<file path="src/rtl/fetch_input_data.sv">
// fetch_input_data: reads a PS-filled BRAM buffer sequentially and streams it out over valid/ready.
// Optional abort input is compiled in when FETCH_INPUT_ABORT_EN is defined.

module fetch_input_data #(
    parameter int ADDR_W = 10,
    parameter int DATA_W = 8,
    parameter int RD_LAT = 1,
    parameter int FIFO_D = 4
) (
    input  logic              clk,
    input  logic              resetn,
`ifdef FETCH_INPUT_ABORT_EN
    input  logic              abort,
`endif
    input  logic              start,
    input  logic [ADDR_W:0]   length,
    output logic [ADDR_W-1:0] bram_addr,
    output logic              bram_en,
    output logic              bram_we,
    input  logic [DATA_W-1:0] bram_din,
    output logic [DATA_W-1:0] data_out,
    output logic              valid_out,
    input  logic              ready_in,
    output logic              last_out,
    output logic              busy,
    output logic              done
);

    localparam int PW = (FIFO_D > 1) ? $clog2(FIFO_D) : 1;
    localparam int CW = $clog2(FIFO_D + RD_LAT + 1);
    localparam logic [ADDR_W:0] ONE = 1;

    typedef enum logic [1:0] {IDLE, RUN, DRAIN, DONE} state_t;

    state_t              state, state_nx;
    logic [ADDR_W:0]     len_q, rd_cnt, out_cnt;
    logic [RD_LAT:1]     vld_pipe;
    logic [CW-1:0]       in_flight, fifo_cnt;
    logic [PW-1:0]       wr_ptr, rd_ptr;
    logic [DATA_W-1:0]   mem [FIFO_D];
    logic                abort_i, flush, rd_ok, wr, xfer, is_last;

`ifdef FETCH_INPUT_ABORT_EN
    assign abort_i = abort;
`else
    assign abort_i = 1'b0;
`endif

    assign flush     = abort_i && (state != IDLE);
    assign valid_out = (fifo_cnt != '0);
    assign data_out  = mem[rd_ptr];
    assign xfer      = valid_out && ready_in;
    assign is_last   = (out_cnt == len_q - ONE);
    assign last_out  = valid_out && is_last;
    assign wr        = vld_pipe[RD_LAT];
    assign bram_addr = rd_cnt[ADDR_W-1:0];
    assign bram_we   = 1'b0;

    always_ff @(posedge clk or negedge resetn) begin
        if (!resetn) state <= IDLE;
        else         state <= state_nx;
    end

    always_comb begin
        state_nx = state;
        case (state)
            IDLE:    if (start) state_nx = (length == '0) ? DONE : RUN;
            RUN:     if (xfer && is_last)      state_nx = DONE;
                     else if (rd_cnt == len_q) state_nx = DRAIN;
            DRAIN:   if (xfer && is_last)      state_nx = DONE;
            DONE:    state_nx = IDLE;
            default: state_nx = IDLE;
        endcase
        if (flush) state_nx = IDLE;
    end

    // Credit check: FIFO entries plus reads still in the BRAM pipe must fit in the FIFO.
    always_comb begin
        busy    = (state != IDLE);
        done    = (state == DONE) && !abort_i;
        rd_ok   = (state == RUN) && (rd_cnt < len_q) && !abort_i &&
                  ((fifo_cnt + in_flight) < CW'(FIFO_D));
        bram_en = rd_ok;
    end

    always_comb begin
        in_flight = '0;
        for (int i = 1; i <= RD_LAT; i++) in_flight = in_flight + CW'(vld_pipe[i]);
    end

    always_ff @(posedge clk or negedge resetn) begin
        if (!resetn) begin
            len_q   <= '0;
            rd_cnt  <= '0;
            out_cnt <= '0;
        end else if (state == IDLE && start) begin
            len_q   <= length;
            rd_cnt  <= '0;
            out_cnt <= '0;
        end else begin
            if (rd_ok) rd_cnt  <= rd_cnt + ONE;
            if (xfer)  out_cnt <= out_cnt + ONE;
        end
    end

    // Read-return tracker: a bit enters at issue and reaches the top when bram_din is valid.
    always_ff @(posedge clk or negedge resetn) begin
        if (!resetn) begin
            vld_pipe <= '0;
        end else if (flush) begin
            vld_pipe <= '0;
        end else begin
            for (int i = RD_LAT; i > 1; i--) vld_pipe[i] <= vld_pipe[i-1];
            vld_pipe[1] <= rd_ok;
        end
    end

    always_ff @(posedge clk or negedge resetn) begin
        if (!resetn) begin
            wr_ptr   <= '0;
            rd_ptr   <= '0;
            fifo_cnt <= '0;
            for (int i = 0; i < FIFO_D; i++) mem[i] <= '0;
        end else if (flush) begin
            wr_ptr   <= '0;
            rd_ptr   <= '0;
            fifo_cnt <= '0;
        end else begin
            if (wr) begin
                mem[wr_ptr] <= bram_din;
                wr_ptr      <= wr_ptr + PW'(1);
            end
            if (xfer) rd_ptr <= rd_ptr + PW'(1);
            case ({wr, xfer})
                2'b10:   fifo_cnt <= fifo_cnt + CW'(1);
                2'b01:   fifo_cnt <= fifo_cnt - CW'(1);
                default: fifo_cnt <= fifo_cnt;
            endcase
        end
    end

endmodule

</file>
<file path="config.mk">
export PLATFORM = sky130hd
export DESIGN_NAME = fetch_input_data
export DESIGN_NICKNAME = d
export VERILOG_FILES = /design/src/rtl/fetch_input_data.sv
export SDC_FILE = /design/constraint.sdc
export NUM_CORES = 1
export LEC_CHECK = 0
export BUFFER_PORTS_ARGS = -buffer_cell sky130_fd_sc_hd__buf_2
export CORE_ASPECT_RATIO = 1.75
export CORE_MARGIN = 2
export CORE_UTILIZATION = 55
export CTS_BUF_LIST = sky130_fd_sc_hd__clkbuf_8
export CTS_CLUSTER_DIAMETER = 60
export DETAILED_ROUTE_END_ITERATION = 8
export PLACE_DENSITY = 0.87
export SLEW_MARGIN = 0
export SYNTH_ARGS = -nofsm -noshare
export SYNTH_HDL_FRONTEND = slang
export SYNTH_SLANG_ARGS = --single-unit
</file>
<file path="constraint.sdc">
create_clock -name clk -period 3 [get_ports clk]
set_input_delay 0.3 -clock clk [delete_from_list [all_inputs] [get_ports clk]]
set_output_delay 0.3 -clock clk [all_outputs]
set_load 0.05 [all_outputs]
</file>
==> Word-level counts from Yosys, hierarchy flattened <==
Cells that the tools add are included.
W data, S select, Z words.
{ "totals": {"rom_bits": 0, "memories": 0, "regBits": 75, "latchBits": 0, "wordCells": 69, "in_bits": 23, "mem_bits_rw": 0, "output_inout_bits": 24} }
{ "op_classes": {"n_mul": 0, "n_mux": 17, "add_sub_neg": 8, "div": 0, "n_bitwise": 2, "shifts": 0, "reduce_logical": 15, "magnitude_cmp": 5, "eq_ne": 10} }
{ "op_table": {"columns": ["operator", "n"], "rows": [
  ["$mux W11", 4],
  ["$bwmux W32", 1],
  ["$mux W8", 3],
  ["$add A11 B1 Y11 const B", 2],
  ["$eq A11 B11 Y1", 2],
  ["$bmux W8 S2", 1],
  ["$demux W8 S2", 1],
  ["$logic_not A11 Y1", 1],
  ["$lt A11 B11 Y1", 1],
  ["$sub A11 B1 Y11 const B", 1],
  ["$mux W2", 5],
  ["$pmux W2 S4", 1],
  ["$reduce_bool A2 Y1", 4],
  ["$logic_and A1 B1 Y1", 7],
  ["$eq A2 B2 Y1 const B", 3],
  ["$ge A3 B3 Y1 const B", 2],
  ["$not A2 Y3", 2],
  ["$pmux W3 S2", 1],
  ["$add A2 B1 Y2 const B", 2],
  ["$eq A2 B1 Y1 const B", 2],
  ["$ne A2 B2 Y1 const B", 2],
  ["$add A3 B1 Y3", 1],
  ["$add A3 B1 Y3 const B", 1],
  ["$lt A3 B1 Y1 const B", 1],
  ["other kinds (6)", 6]
]} }

==> Longest topological paths before layout <==
Gate-level depths: netlist of the first run.
{ "depth": {"ltp_word": 6, "depth_mapped": 10, "mapped_depth_nobuf": 9} }

==> Worst setup path before layout of the first run <==
OpenSTA, ideal clock, no wires.
{ "synth_path": {"path_type": "register to output", "start": "register len_q[0]", "end": "output port last_out", "slack_ns": -1.552, "t_arrival_ns": 4.252, "required_time_ns": 2.700, "path_stages_with_launch": 8, "n_path_buf": 0, "path_cell_list": "dfrtp_1 inv_1 ha_1 xnor2_1 a2111oi_0 nand2_1 or4_1 a2111oi_0"} }
{ "synth_via": {"elab_chain_len": 3} }
{ "synth_lines": {"columns": ["item", "line_no", "rtl"], "rows": [
  ["from (decl)", "36", "logic [ADDR_W:0] len_q, rd_cnt, out_cnt;"],
  ["from (signal assigned)", "97", "len_q <= length;"],
  ["$sub A11 B1 Y11", "53", "assign is_last = (out_cnt == len_q - ONE);"],
  ["$eq A11 B11 Y1", "53", null],
  ["$logic_and A1 B1 Y1", "54", "assign last_out = valid_out && is_last;"],
  ["to (decl)", "24", "output logic last_out,"]
]} }
No other way between the ends.

==> Worst setup path after layout of the first run <==
{ "layout_path": {"start": "register len_q[5]", "end": "output port last_out"} }
Same word-level chain as after synthesis.

==> results of run 1 <==
## worst max path at each step
stage	from	endpoint	slack, ps	cells after the start
finish	len_q[5]$_DFFE_PN0P_	last_out	70	7
global route	len_q[5]$_DFFE_PN0P_	last_out	-50	7
CTS	len_q[1]$_DFFE_PN0P_	last_out	30	9
detailed placement	len_q[1]$_DFFE_PN0P_	state[1]$_DFFE_PN0P_	-40	9
global placement	len_q[1]$_DFFE_PN0P_	state[1]$_DFFE_PN0P_	110	9
floorplan	len_q[0]$_DFFE_PN0P_	state[1]$_DFFE_PN0P_	130	9
## through the flow
step                std cells  worst slack [ps]  TNS [ps]
floorplan                 394               133         0
detailed placement        512             -36.3     -36.3
global placement          512               115         0
global route              532             -52.7     -52.7
CTS                       532              33.3         0
finish                    532              66.5         0
## per-layer routing
| layer | part of all wire (%) | routed length (um) | GRT usage (%) |
|---|---|---|---|
| met1 | 37 | 3390 | 23.7 |
| met3 | 3.7 | 345 | 4.20 |
| met5 | 0 | 0 | 0 |
| met2 | 55 | 5030 | 43.2 |
| met4 | 4.9 | 454 | 13.9 |
## cell families after synthesis
group	count (synthesis)	share of synthesized area, %
XOR/XNOR	28	5.81
adder cells (fa/ha/maj)	25	7.59
flip-flops	75	44.4
AO/OA/AOI/OAI	58	8.65
multiplexers	46	14.3
buffers and inverters	48	5.30
AND/OR/NAND/NOR	113	13.8
other	1	0.0888
## layout by cell type (no fill, tap or decap), drive strengths merged, types with 12 or more instances in the layout
| cell type | instances |
|---|---|
| nor2 | 20 |
| nand2 | 36 |
| dfrtp | 75 |
| o21ai | 22 |
| inv | 29 |
| xor2 | 16 |
| a21oi | 14 |
| mux2 | 33 |
| xnor2 | 12 |
| ha | 24 |
| buf | 55 |
## timing repair
item	in CTS	in global routing
pin swaps	6	1
setup buffers	4	0
resized for setup	8	2
endpoints found under the hold margin	0	0
setup endpoints to repair	2	3
## power by group through the flow
| stage | clock network (W) | registers (W) | logic [W] |
|---|---|---|---|
| floorplan | 0 | 0.00119 | 0.000682 |
| global placement | 0 | 0.00128 | 0.000750 |
| detailed placement | 0 | 0.00129 | 0.000777 |
| CTS | 0.000750 | 0.00128 | 0.000781 |
| global route | 0.000798 | 0.00129 | 0.000841 |
| finish | 0.000737 | 0.00128 | 0.000780 |
## final cells by class
cell class / count / area, sq um / area share [%]
multi-input cells: 271 / 2160 / 45.6
repair buffers: 55 / 307 / 6.46
inverters: 27 / 101 / 2.13
clock buffers: 10 / 138 / 2.90
well taps: 88 / 110 / 2.32
clock inverters: 6 / 48.8 / 1.03
flip-flops and latches: 75 / 1880 / 39.6
## registers in the layout, summed over array words and instances (netlist names)
name,flops
state,2
rd_cnt,11
rd_ptr,2
wr_ptr,2
len_q,11
out_cnt,11
fifo_cnt,3
vld_pipe,1
mem,32
## worst max-delay path, cell delays in order, from the launching register on
cell and delay [ps]:
dfrtp_1 460, nor4_4 360, nand4_1 160, and3_1 210
or4_4 540, buf_4 160, a2111oi_4 200, buf_6 200
==> results.json, run 1 <==
{
  "status": "complete, no violations",
  "die_x_um": 70.2,
  "clock_path_buffers": 2,
  "peakVddDrop_v": 0.000351,
  "root_buffer": "clkbuf_8",
  "tritoncts": "done",
  "share_seq_of_total_power_pct": 45.7,
  "synth_area_leaders": "dfrtp_1, mux2_2, ha_1",
  "hold_buffers": 0,
  "critPathArrivalTime_ps": 2630,
  "crit_fanout": 6,
  "clkSlewWorstSetupHoldPaths_ps": 90,
  "p_sw_share_pct": 37.4,
  "r2r-end": "state[1]$_DFFE_PN0P_",
  "min_period_ps": 2930,
  "fmax_mhz": 341,
  "tightest_slew_ps": 935,
  "endpoint_kind": "output port",
  "area_delta_synth_final_pct": 12.4,
  "reg2reg_depth": 7,
  "reg2reg_slack_ps": 170,
  "r2r-start": "len_q[5]$_DFFE_PN0P_",
  "fin_nets": 487,
  "rsz0062_at_grt": "yes",
  "finalSetupViolations": 0,
  "async_flop_share_pct": 100,
  "grt_max_degree": 76,
  "htree_levels": 3,
  "grt_pass1_vias": 3318,
  "netlist.area_leader.share_pct": 44.4,
  "p_clk_share_pct": 26.4,
  "cts.sinks": 75,
  "placed_cell_area_sq_um": 4500,
  "yosysMostFrequentCell": "dfrtp_1",
  "hold_ws_ps": 167,
  "fillers": 589,
  "synth_flop_cell": "dfrtp_1",
  "hold_path_class": "in -> async",
  "synthesis.instances": 394,
  "synth_edf_count": 0,
  "numPortBuffers": 45,
  "syn_nets": 442,
  "synth_area_per_cell_sq_um": 10.7,
  "post-route-period-util_pct": 97.8,
  "grt_usage_pct": 23.4,
  "layout-drive-gt1-share_pct": 29.5,
  "pwr-share-comb_pct": 27.9,
  "fin_util_pct": 63.2,
  "powerDensity_nw_per_um2": 588,
  "chipHeight_um": 120,
  "synth_area_sq_um": 4220,
  "leakage_nw": 2.11,
  "cts_buffers": 9,
  "stdcell_area_sq_um": 4750,
  "die_area_sq_um": 8420,
  "antenna_found_initial": 0,
  "firstDrtPassIters": 4,
  "place_congestion": 0.871,
  "hold_viol_final": 0,
  "ys_types": 52,
  "rows": 42,
  "core-area_sq_um": 7510,
  "num_vias": 3146,
  "seq_area_frac_synth_pct": 44.4,
  "required_ps": 2700,
  "grt_pass1_wl_um": 15300,
  "routed_wl_um": 9210,
  "skew_ps": 12.1,
  "maxSlewViolCount": 0,
  "p_int_w": 0.00175,
  "slew_headroom_pct": 37.7,
  "synth_common_cells": "dfrtp_1, nand2_1, mux2_2, inv_1, ha_1",
  "yosys_register_bits": 75,
  "antenna_left": 0,
  "p_switching_w": 0.00104,
  "finalPower_w": 0.00279,
  "synth_warnings": 0,
  "vias_per_cell": 5.91,
  "io_pins": 47,
  "critPathKind": "reg -> out",
  "start_util_pct": 56.2,
  "drv_cap": 0,
  "drtIter0Drc": 144,
  "grt_overflow_total": 0,
  "clock_latency_ps": 350,
  "dp_hpwl_um": 6740,
  "wl_per_cell_um": 17.3,
  "cp-start-kind": "flop",
  "num_antenna_cells": 0,
  "drc": 0,
  "yosysTopAreaCell": "dfrtp_1"
}
Note: power is estimated with default switching activity, not from simulation.
==> run 2, diff against run 1 <==
- CTS_BUF_LIST: sky130_fd_sc_hd__clkbuf_8 -> sky130_fd_sc_hd__clkbuf_2
==> run 2 against run 1 <==
The run now ends with negative setup slack left; die area is the same; count of clock-buffer cells in the layout shrank 1; register-to-register slack is essentially flat; maximum frequency fell by 3.3%; worst setup slack got worse by 99 ps; global-route usage grew 0.50 points.
==> results.json, run 2 (synthesis gave the netlist of run 1 again) <==
{
  "clock_path_buffers": 2,
  "required_ps": 2700,
  "numPortBuffers": 45,
  "p_switching_w": 0.00102,
  "multi_input_area_sq_um": 2180,
  "pwr-share-comb_pct": 30.9,
  "hold_ws_ps": 31.7,
  "chipHeight_um": 120,
  "root_buffer": "clkbuf_2",
  "placed_cell_area_sq_um": 4500,
  "fillers": 581,
  "drv_cap": 0,
  "antenna_found_initial": 0,
  "clock_latency_ps": 520,
  "slew_headroom_pct": 38.1,
  "status": "finished, violations left",
  "antenna_left": 0,
  "p_clk_share_pct": 19.3,
  "tritoncts": "done",
  "worstPathCellList": "inv_2, ha_4, xnor2_2, a2111oi_2, nand2_1, or4_4, a2111oi_4, buf_6",
  "die_x_um": 70.2,
  "share_seq_of_total_power_pct": 49.8,
  "num_antenna_cells": 0,
  "cp.buffers_inverters": 2,
  "layout-drive-gt1-share_pct": 29.8,
  "fin_tns_setup_ps": -32.4,
  "vias_per_cell": 5.96,
  "powerDensity_nw_per_um2": 537,
  "cp-start-kind": "flop",
  "firstDrtPassIters": 5,
  "largest_reg_flops": 32,
  "rows": 42,
  "endpoint_kind": "output port",
  "io_pins": 47,
  "fin_nets": 496,
  "grt_max_degree": 76,
  "rsz0062_at_grt": "yes",
  "cts_buffers": 9,
  "start_util_pct": 56.2,
  "wl_per_cell_um": 17.6,
  "skew_ps": 31.1,
  "seqCellArea_sq_um": 1880,
  "layout_commonest_cell": "dfrtp_1",
  "hold_viol_final": 0,
  "place_ws_ps": -36.3,
  "min_period_ps": 3030,
  "p_int_w": 0.00154,
  "dp_hpwl_um": 6740,
  "p_sw_share_pct": 39.7,
  "tightest_slew_ps": 928,
  "critPathKind": "reg -> out",
  "post-route-period-util_pct": 101,
  "crit_fanout": 2,
  "cp_top_family": "simple AND/OR/NAND/NOR gates",
  "area_delta_synth_final_pct": 12.9,
  "htree_levels": 3,
  "final_cell_mix": "dfrtp_1, buf_2, nand2_1",
  "violations": "negative setup slack",
  "regMostFlops": "mem",
  "num_vias": 3223,
  "core-area_sq_um": 7510,
  "finalPower_w": 0.00256,
  "critPathArrivalTime_ps": 2730,
  "drtIter0Drc": 139,
  "finalSetupViolations": 1,
  "stdcell_area_sq_um": 4770,
  "grt_pass1_vias": 3351,
  "peakVddDrop_v": 0.000332,
  "die_area_sq_um": 8420,
  "drc": 0,
  "fmax_mhz": 330,
  "place_congestion": 0.871,
  "grt_overflow_total": 0,
  "clkSlewWorstSetupHoldPaths_ps": 240,
  "maxSlewViolCount": 0,
  "cp_slowest_cell": "or4_4",
  "hold_path_class": "in -> reg",
  "grt_pass1_wl_um": 15700,
  "grt_usage_pct": 23.9,
  "routed_wl_um": 9550,
  "leakage_nw": 2.12,
  "slowest_delay_ps": 530,
  "setup_ws_ps": -32.4,
  "cts.sinks": 75
}
run 2: worst paths after layout:
kind                                      start              endpoint  depth (start not counted)  slack, ps
setup / recovery           len_q[1]$_DFFE_PN0P_              last_out                          8        -30
setup reg to reg           len_q[1]$_DFFE_PN0P_  state[1]$_DFFE_PN0P_                          9        180
hold reg to reg              mem[3]$_DFFE_PN0P_    mem[3]$_DFFE_PN0P_                          1        530
max in group asynchronous                resetn  len_q[5]$_DFFE_PN0P_                          3       1860
hold / removal                      bram_din[4]   mem[20]$_DFFE_PN0P_                          2         30
min in group asynchronous                resetn   mem[16]$_DFFE_PN0P_                          3        510
run 2: metrics by stage:
stage	utilization (%)	cells
after CTS	63.1	539
after detailed placement	59.9	512
final	63.4	541
after floorplan	-	394
after global placement	59.9	512
after global routing	63.4	541
run 2: cell type report:
cell class	count	share of cell area [%]
flip-flops and latches	75	39.4
inverters	27	2.13
clock inverters	7	1.10
repair buffers	64	8.40
clock buffers	9	0.945
multi-input cells	271	45.7
well taps	88	2.31
run 2: timing repair:
item,4_1_cts,5_1_grt
pin swaps,6,0
gates resized for setup,14,4
endpoints found under the setup margin,4,3
hold buffers,8,0
endpoints found under the hold margin,42,0
setup buffers,4,2
run 2: power by group through the flow:
stage	clock network (W)	logic (W)	registers [W]
floorplan	0	0.000682	0.00119
global placement	0	0.000750	0.00128
detailed placement	0	0.000777	0.00129
CTS	0.000505	0.000796	0.00128
global route	0.000551	0.000851	0.00130
finish	0.000494	0.000791	0.00128
run 2: layer usage:
layer,wire (um),up-vias,global-route usage [%]
met5,0,-,0
met4,426,0,14.1
met2,5360,113,44.8
li1,-,1491,-
met3,344,30,2.94
met1,3420,1589,24.5
==> run 3, diff against run 2 <==
- CORE_UTILIZATION: 55 -> 25
- PLACE_DENSITY: 0.87 -> 0.5
==> run 3 against run 2 <==
The run still ends with negative setup slack left; utilization down 32 points; final cell count increased by 28%; combinational power is 0.9% higher; global-route usage down 12 points; first-iteration DRC count decreased by 3.6%; via count decreased by 3.4%; sequential power about the same; maximum frequency fell by 1.1%.
==> results.json, run 3 (synthesis gave the netlist of run 1 again) <==
{
  "cp-startpoint": "len_q[5]$_DFFE_PN0P_",
  "fin_cells": 693,
  "grt_usage_pct": 12.2,
  "place_congestion": 0.822,
  "r2r-start": "len_q[5]$_DFFE_PN0P_",
  "antenna_found_initial": 1,
  "tightest_slew_ps": 978,
  "post-route-period-util_pct": 102,
  "grt_max_degree": 76,
  "antenna_left": 0,
  "die_x_um": 102,
  "r2r-end": "state[1]$_DFFE_PN0P_",
  "crit_fanout": 6,
  "grt_pass1_vias": 3351,
  "reg2reg_slack_ps": 120,
  "slowest_delay_ps": 550,
  "tritoncts": "done",
  "layout-drive-gt1-share_pct": 29.3,
  "drtIter0Drc": 134,
  "core-area_sq_um": 16400,
  "hold_viol_final": 0,
  "endpoint_kind": "output port",
  "violations": "negative setup slack",
  "area_delta_synth_final_pct": 21.5,
  "drv_cap": 0,
  "rsz0062_at_grt": "yes",
  "routed_wl_um": 10300,
  "critPathKind": "reg -> out",
  "final_cell_mix": "dfrtp_1, buf_2, nand2_1",
  "layout_commonest_cell": "dfrtp_1",
  "worstPathCellList": "nor4_4, nand4_1, and3_1, or4_4, a2111oi_4, buf_6",
  "hold_path_class": "in -> reg",
  "root_buffer": "clkbuf_2",
  "skew_ps": 32.2,
  "firstDrtPassIters": 4,
  "dp_hpwl_um": 7840,
  "status": "finished, violations left",
  "vias_per_cell": 4.49,
  "holdPathStages": 2,
  "cts_buffers": 9,
  "htree_levels": 3,
  "chipHeight_um": 176,
  "p_int_w": 0.00180,
  "io_pins": 47,
  "cp.buffers_inverters": 1,
  "crit_end": "last_out",
  "cp_num_cells": 6,
  "p_switching_w": 0.00100,
  "clock_path_buffers": 2,
  "critPathArrivalTime_ps": 2770,
  "powerDensity_nw_per_um2": 546,
  "cp_top_family": "simple AND/OR/NAND/NOR gates",
  "slew_headroom_pct": 34.8,
  "peakVddDrop_v": 0.000188,
  "finalPower_w": 0.00280,
  "num_vias": 3112,
  "die_area_sq_um": 18000,
  "min_period_ps": 3070,
  "finalSetupViolations": 1,
  "fin_nets": 512,
  "regMostFlops": "mem",
  "fmax_mhz": 326,
  "wl_per_cell_um": 14.9,
  "drc": 0,
  "p_sw_share_pct": 35.8,
  "cts.sinks": 75,
  "placedCellCount": 651,
  "clock_latency_ps": 550,
  "clkSlewWorstSetupHoldPaths_ps": 220,
  "leakage_nw": 2.23,
  "fillers": 1752,
  "rows": 62,
  "reg2reg_depth": 7,
  "place_ws_ps": -13.1,
  "fin_util_pct": 31.2,
  "cp-start-kind": "flop",
  "share_seq_of_total_power_pct": 45.6,
  "grt_overflow_total": 0,
  "numPortBuffers": 45,
  "cp_slowest_cell": "or4_4",
  "required_ps": 2700,
  "pwr-share-comb_pct": 28.5,
  "p_clk_share_pct": 26.0,
  "setup_ws_ps": -65.7,
  "largest_reg_flops": 32,
  "maxSlewViolCount": 0,
  "grt_pass1_wl_um": 16800,
  "start_util_pct": 25.7
}
==> run 3: cell count changes in the layout (fill, tap and decap cells not counted), moves of 2 or more <==
cell           change
dlygate4sd3_1     +11
buf_4              +7
bufinv_16          +3
clkinvlp_4         -3
inv_6              -2
==> run 3: cell type report <==
type / count / area, sq um / area share, %
Multi-Input combinational cell: 271 / 2160 / 42.2
Sequential cell: 75 / 1880 / 36.7
Timing Repair Buffer: 80 / 547 / 10.7
Tap cell: 224 / 280 / 5.46
Clock inverter: 5 / 103 / 2.00
Inverter: 27 / 101 / 1.98
Clock buffer: 10 / 50.0 / 0.976
Antenna cell: 1 / 2.50 / 0.0488
==> run 3: worst min-delay path by stage <==
stage / start / end / slack [ps]
after floorplan: resetn / fifo_cnt[0]$_DFFE_PN0P_ / 4
after global placement: mem[8]$_DFFE_PN0P_ / mem[8]$_DFFE_PN0P_ / 480
after detailed placement: mem[23]$_DFFE_PN0P_ / mem[23]$_DFFE_PN0P_ / 490
after CTS: bram_din[5] / mem[21]$_DFFE_PN0P_ / 8
after global routing: bram_din[5] / mem[21]$_DFFE_PN0P_ / 8
final: bram_din[5] / mem[29]$_DFFE_PN0P_ / 40
==> run 3: what timing repair did <==
action / 4_1_cts / 5_1_grt
buffers inserted: 1 / 6
resized for setup: 10 / 4
hold buffers: 19 / 0
endpoints found under the setup margin: 3 / 2
hold endpoints to repair: 111 / 0
pin swaps: 7 / 5
==> run 3: routing by layer <==
layer | GRT usage, % | vias to the layer above | routed length, um
li1 | - | 1514 | -
met1 | 12.4 | 1525 | 4010
met2 | 23.5 | 55 | 5830
met3 | 1.50 | 18 | 231
met4 | 5.78 | 0 | 246
met5 | 0 | - | 0
==> run 3: stage by stage <==
step / hold WS [ps] / area, sq um / TNS, ps
finish: 41.6 / 5130 / -65.7
detailed placement: 493 / 4690 / -13.1
CTS: 7.90 / 5080 / -133
floorplan: 4.41 / 4240 / 0
global placement: 482 / 4690 / 0
global route: 8.39 / 5130 / -207
==> run 3: power by group through the flow <==
stage	clock network [W]	registers [W]	logic, W
floorplan	0	0.00119	0.000682
global placement	0	0.00129	0.000768
detailed placement	0	0.00130	0.000790
CTS	0.000753	0.00128	0.000809
global route	0.000787	0.00131	0.000872
finish	0.000727	0.00128	0.000798
